==> src/rtl/word_serializer_pre_if.sv <==
// ----------------------------------------------------------------------------
// word_serializer_pre_if
//
// Purpose:
//   Groups the parallel word handshake and the serial output signals of
//   word_serializer_pre into one bundle. The producer of words uses the
//   master view. The serializer itself uses the slave view.
//
// Signals:
//   din        WIDTH  parallel word                   (master -> slave)
//   din_valid  1      din is valid                    (master -> slave)
//   din_ready  1      serializer can accept din       (slave -> master)
//   j          1      registered serial bit stream    (slave -> master)
//   j_valid    1      j carries a data bit            (slave -> master)
//   word_done  1      j carries the last bit of word  (slave -> master)
//   busy       1      shift word active or word held  (slave -> master)
// ----------------------------------------------------------------------------
interface word_serializer_pre_if #(
    parameter int WIDTH = 8
) ();

    logic [WIDTH-1:0] din;
    logic             din_valid;
    logic             din_ready;
    logic             j;
    logic             j_valid;
    logic             word_done;
    logic             busy;

    // Producer side: drives the word and its valid, watches everything else.
    modport master (
        output din,
        output din_valid,
        input  din_ready,
        input  j,
        input  j_valid,
        input  word_done,
        input  busy
    );

    // Serializer side: consumes the word, drives the serial stream and status.
    modport slave (
        input  din,
        input  din_valid,
        output din_ready,
        output j,
        output j_valid,
        output word_done,
        output busy
    );

endinterface

==> src/rtl/word_serializer_pre.sv <==
// ----------------------------------------------------------------------------
// word_serializer_pre
//
// Purpose:
//   Parallel-to-serial front end for the serial pattern detectors. WIDTH-bit
//   words arrive over a valid/ready handshake and leave one bit per clock on
//   the registered output j. A one-word pending buffer lets back-to-back
//   words stream out with no idle cycle between them.
//
// Parameters:
//   WIDTH       bits per word (2..32)
//   MSB_FIRST   1: din[WIDTH-1] leaves first, 0: din[0] leaves first
//   IDLE_LEVEL  level driven on j while no word is being shifted
//
// Ports:
//   clk   rising-edge clock
//   rst   synchronous, active-high reset
//   bus   slave view of word_serializer_pre_if
//         (din, din_valid in; din_ready, j, j_valid, word_done, busy out)
// ----------------------------------------------------------------------------
module word_serializer_pre #(
    parameter int WIDTH      = 8,
    parameter bit MSB_FIRST  = 1'b1,
    parameter bit IDLE_LEVEL = 1'b0
) (
    input  logic                  clk,
    input  logic                  rst,
    word_serializer_pre_if.slave  bus
);

    localparam int                 CNT_W       = $clog2(WIDTH);
    localparam logic [CNT_W-1:0]   LAST_CNT    = CNT_W'(WIDTH - 1);
    localparam logic [CNT_W-1:0]   PRELAST_CNT = CNT_W'(WIDTH - 2);

    typedef enum logic {
        IDLE,
        SHIFT
    } state_t;

    state_t             state_q;
    logic [WIDTH-1:0]   shiftReg_q;
    logic [CNT_W-1:0]   bitCnt_q;
    logic [WIDTH-1:0]   pendWord_q;
    logic               pendFull_q;
    logic               jBit_q;
    logic               jValid_q;
    logic               wordDone_q;

    logic               accept;
    logic               lastBit;
    logic               loadEn_d;
    logic [WIDTH-1:0]   loadWord_d;

    // The bit that goes onto j first when a word is loaded or shifted.
    function automatic logic headBit(input logic [WIDTH-1:0] w);
        return MSB_FIRST ? w[WIDTH-1] : w[0];
    endfunction

    // What remains in the shift register once the head bit has gone to j.
    function automatic logic [WIDTH-1:0] tailBits(input logic [WIDTH-1:0] w);
        return MSB_FIRST ? (w << 1) : (w >> 1);
    endfunction

    // din_ready depends only on the pending flag, so din_valid never reaches
    // din_ready combinationally.
    assign accept  = bus.din_valid & ~pendFull_q;
    assign lastBit = (state_q == SHIFT) && (bitCnt_q == LAST_CNT);

    // Decide whether the shift register reloads at this edge and from where.
    // A held pending word always wins; it blocks din_ready, so it can never
    // collide with a fresh accept. In IDLE the pending buffer is always empty.
    always_comb begin
        loadEn_d   = 1'b0;
        loadWord_d = bus.din;
        if (state_q == IDLE) begin
            loadEn_d = accept;
        end else if (lastBit) begin
            if (pendFull_q) begin
                loadEn_d   = 1'b1;
                loadWord_d = pendWord_q;
            end else begin
                loadEn_d = accept;
            end
        end
    end

    // Main sequencer: state, shift register, bit counter, pending buffer and
    // the registered outputs all move together on one edge. The head bit of a
    // newly loaded word goes straight into jBit_q so it appears on j in the
    // cycle right after the accepting edge.
    always_ff @(posedge clk) begin
        if (rst) begin
            state_q    <= IDLE;
            shiftReg_q <= '0;
            bitCnt_q   <= '0;
            pendWord_q <= '0;
            pendFull_q <= 1'b0;
            jBit_q     <= IDLE_LEVEL;
            jValid_q   <= 1'b0;
            wordDone_q <= 1'b0;
        end else begin
            if (loadEn_d) begin
                state_q    <= SHIFT;
                shiftReg_q <= tailBits(loadWord_d);
                jBit_q     <= headBit(loadWord_d);
                jValid_q   <= 1'b1;
                bitCnt_q   <= '0;
                wordDone_q <= 1'b0;
                if (pendFull_q) begin
                    pendFull_q <= 1'b0;
                end
            end else if (lastBit) begin
                state_q    <= IDLE;
                jBit_q     <= IDLE_LEVEL;
                jValid_q   <= 1'b0;
                bitCnt_q   <= '0;
                wordDone_q <= 1'b0;
            end else if (state_q == SHIFT) begin
                shiftReg_q <= tailBits(shiftReg_q);
                jBit_q     <= headBit(shiftReg_q);
                bitCnt_q   <= bitCnt_q + CNT_W'(1);
                // Flag the last bit in the same cycle it sits on j.
                wordDone_q <= (bitCnt_q == PRELAST_CNT);
            end

            // A word accepted mid-word has nowhere to go but the pending slot.
            if (accept && !loadEn_d) begin
                pendWord_q <= bus.din;
                pendFull_q <= 1'b1;
            end
        end
    end

    assign bus.din_ready = ~pendFull_q;
    assign bus.j         = jBit_q;
    assign bus.j_valid   = jValid_q;
    assign bus.word_done = wordDone_q;
    assign bus.busy      = (state_q == SHIFT) | pendFull_q;

endmodule

==> src/flat_wrapper.sv <==
// flat-port wrapper written by rule: the top's interface ports become plain ports
module word_serializer_pre_flat 
#(
    parameter int WIDTH      = 8,
    parameter bit MSB_FIRST  = 1'b1,
    parameter bit IDLE_LEVEL = 1'b0
)
  (clk, rst, bus_din, bus_din_valid, bus_din_ready, bus_j, bus_j_valid, bus_word_done, bus_busy);
  word_serializer_pre_if #(.WIDTH(WIDTH)) bus_i ();
  input  logic clk;
  input  logic rst;
  input wire logic [$bits(bus_i.din)-1:0] bus_din;
  input wire logic [$bits(bus_i.din_valid)-1:0] bus_din_valid;
  output wire logic [$bits(bus_i.din_ready)-1:0] bus_din_ready;
  output wire logic [$bits(bus_i.j)-1:0] bus_j;
  output wire logic [$bits(bus_i.j_valid)-1:0] bus_j_valid;
  output wire logic [$bits(bus_i.word_done)-1:0] bus_word_done;
  output wire logic [$bits(bus_i.busy)-1:0] bus_busy;
  assign bus_i.din = bus_din;
  assign bus_i.din_valid = bus_din_valid;
  assign bus_din_ready = bus_i.din_ready;
  assign bus_j = bus_i.j;
  assign bus_j_valid = bus_i.j_valid;
  assign bus_word_done = bus_i.word_done;
  assign bus_busy = bus_i.busy;
  word_serializer_pre #(.WIDTH(WIDTH), .MSB_FIRST(MSB_FIRST), .IDLE_LEVEL(IDLE_LEVEL)) u_core (.clk(clk), .rst(rst), .bus(bus_i));
endmodule
==> config.mk <==
export PLATFORM = sky130hd
export DESIGN_NAME = word_serializer_pre_flat
export DESIGN_NICKNAME = d
export VERILOG_FILES = /design/src/rtl/word_serializer_pre_if.sv /design/src/rtl/word_serializer_pre.sv /design/src/flat_wrapper.sv
export SDC_FILE = /design/constraint.sdc
export NUM_CORES = 1
export LEC_CHECK = 0
export CAP_MARGIN = 20
export CORE_MARGIN = 4
export CORE_UTILIZATION = 35
export DETAILED_ROUTE_END_ITERATION = 10
export PLACE_DENSITY = 0.59
export SYNTH_ARGS = -nofsm -noshare
export SYNTH_HDL_FRONTEND = slang
export SYNTH_SLANG_ARGS = --single-unit
==> constraint.sdc <==
create_clock -name clk -period 1.7 [get_ports clk]
set_input_delay 0.17 -clock clk [delete_from_list [all_inputs] [get_ports clk]]
set_output_delay 0.17 -clock clk [all_outputs]
set_load 0.01 [all_outputs]
==> results.yml <==
outcome:
  status: "completed"
floorplan:
  die-area_um2: 4070
  start_util: 0.379
  row_count: 19
  die_w_um: 63.8
  core_um2: 2880
  die_h_um: 63.8
  pin_count: 16
setup_path:
  crit_path_end_kind: "output port"
  crit_start: "u_core.pendFull_q"
  rr_startpoint: "u_core.bitCnt_q[1]"
  cp.required_ns: 1.53
  worstPathMaxFanout: 9
  cp-start-kind: "flip-flop"
  worstSetupPathType: "flip-flop to output port"
  arrival_ns: 1.46
yosys:
  synth_cells: 109
  ys_seq_area_frac: 0.404
  syn_area_um2: 1090
  ys_seq_elements: 22
  syn_area_per_cell_um2: 10.0
  syn-num-nets: 123
  yosysUniqueCellTypes: 30
  yosys_warnings: 0
final_layout:
  antenna_cells: 0
  seq_area_um2: 443
  multi_input_area_um2: 621
  fill_cells: 284
  area_growth_pct: 25.9
  mostFrequentLayoutCells: "dfxtp_1 (20), nor2_1 (17), clkdlybuf4s50_1 (15)"
  mostFrequentLayoutCell: "dfxtp_1"
  drive_gt1_frac: 0.244
  nNetsFinal: 146
clock_network:
  ctsHtreeMaxLevel: 1
  numCtsBuffers: 3
  ctsHoldBuffers: 0
  cts_tree: "done"
  clock-sinks: 22
  cts_root_buf: "clkbuf_4"
  clk_path_buf_depth: 2
  cts_setup_buffers: 0
  clk_latency_ns: 0.31
  clk_pin_slew_ns: 0.13
pwr:
  sw_frac_of_total: 0.272
  clkPwrFrac: 0.270
  p_leak_nw: 0.517
  pwr-share-comb: 0.204
  seq_power_share: 0.525
  ir_worst_vdd_mv: 0.381
  power.density_nw_per_um2: 799
  p_int_uw: 800
  power.switching_uw: 298
route:
  vias_per_cell: 4.86
  postRouteAntennaNets: 0
  dr.pass1.iters: 4
  totalWireLength_um: 2100
  drtIter0Drc: 61
  drc: 0
  wire_per_inst_um: 12.2
  vias: 840
job:
  maxCapViolCount: 0
timing:
  slew_headroom: 0.684
  grt_setup_unrepaired: "no"
  skew_ns: 0.00107
  finalCriticalPeriod_ns: 1.63
  whs_ns: 0.480
  post-route-period-util: 0.961
  setup_violations: 0
  tns_ns: 0
  clock.fmax_mhz: 612
  report.final.slew_viol_count: 0
  hold_viol_final: 0
  worst_pin_slew_ns: 0.469
global_route:
  grt_usage: 0.117
  grt_antenna_before_repair: 0
  grt_pass1_vias: 873
  grt_overflow: 0
  grt_pass1_wl_um: 3870
  grt_max_degree: 15
placement:
  place.gp.congestion: 0.791
  portBuffers: 15
  dp_hpwl_um: 1590
min_path:
  worstHoldStart: "u_core.bus.word_done"
  hp-class: "flip-flop to flip-flop"
cells in the mapped netlist:
library cell | number | area (um2)
nor2b_1 | 2 | 12.5
o21ai_0 | 3 | 15.0
a21boi_4 | 1 | 18.8
clkbuf_1 | 2 | 7.51
o22ai_1 | 6 | 37.5
or2_2 | 1 | 6.26
nand2_1 | 2 | 7.51
buf_4 | 1 | 7.51
nor2_8 | 1 | 20.0
dfxtp_1 | 22 | 440
nand3b_1 | 6 | 45.0
mux2i_1 | 9 | 90.1
mux2_2 | 1 | 11.3
a21oi_4 | 1 | 16.3
ha_1 | 3 | 37.5
buf_6 | 2 | 22.5
nand3_1 | 5 | 25.0
nand2b_2 | 1 | 8.76
a2111oi_0 | 1 | 8.76
inv_1 | 3 | 11.3
a211oi_1 | 1 | 7.51
or2_1 | 1 | 6.26
xnor2_1 | 1 | 8.76
nor2b_4 | 1 | 13.8
nor2_1 | 17 | 63.8
o31ai_2 | 6 | 75.1
nor2_2 | 1 | 6.26
nand2b_1 | 2 | 12.5
nand2b_4 | 2 | 27.5
a21oi_1 | 4 | 20.0
path summary, 6_finish.rpt:
| check | slack, ns | endpoint | cells after the start |
|---|---|---|---|
| worst max-delay path | 0.07 | bus_busy | 2 |
| worst min-delay path | 0.48 | u_core.bus.word_done | 2 |
| worst max register to register | 0.11 | u_core.shiftReg_q[2] | 6 |
| worst min register to register | 0.48 | u_core.bus.word_done | 2 |
critical path: stages, from the launching register on:
cell and delay (ns):
dfxtp_2 0.40, or2_2 0.28, clkdlybuf4s50_1 0.48
stage by stage:
step           setup slack [ns]  cells  power, mW  cell area [um2]  utilization
3_3_place_gp             0.0688    169      0.808             1320        0.458
2_1_floorplan             0.119    109      0.730             1090            -
3_5_place_dp             0.0462    169      0.811             1320        0.458
5_1_grt                  0.0155    173       1.17             1370        0.478
6_report                 0.0670    173       1.10             1370        0.478
4_1_cts                 0.00409    173       1.12             1350        0.471
layer usage:
layer	part of all wire	vias to the layer above	GRT usage
met2	0.48	13	0.199
met1	0.47	394	0.140
met4	0.0076	0	0.0323
met3	0.044	2	0.0403
li1	-	431	-
met5	0	-	0
state kept, by name, indices dropped and copies added, names as in the netlist:
name and cells:
u_core.shiftReg_q 7, u_core.bus.j_valid 1, u_core.pendFull_q 1, u_core.bus.word_done 1, u_core.bitCnt_q 3, u_core.pendWord_q 8, u_core.bus.j 1
cell type report:
class | instances | share of cell area
Timing Repair Buffer | 23 | 0.153
Multi-Input combinational cell | 79 | 0.452
Sequential cell | 22 | 0.322
Tap cell | 42 | 0.0383
Inverter | 3 | 0.00820
Clock buffer | 4 | 0.0264
power by group through the flow:
stage	Clock, mW	Sequential [mW]	Combinational [mW]
global placement	0	0.586	0.222
global route	0.337	0.582	0.247
finish	0.297	0.576	0.224
detailed placement	0	0.586	0.225
floorplan	0	0.578	0.151
CTS	0.315	0.575	0.226
kinds of logic after synthesis:
logic type / Yosys count / synth area share
AOI/OAI and AO/OA: 23 / 0.182
DFF: 22 / 0.404
muxes: 10 / 0.0929
and+or+nand+nor: 42 / 0.234
adders and majority gates: 3 / 0.0344
xor gates and xnor gates: 1 / 0.00803
buffers and inverters: 8 / 0.0447
repair_timing:
| action | 4_1_cts | 5_1_grt |
|---|---|---|
| gates resized for setup | 1 | 4 |
| hold endpoints to repair | 0 | 0 |
| setup endpoints to repair | 1 | 10 |
No activity file was read; power rests on OpenSTA's default activity.
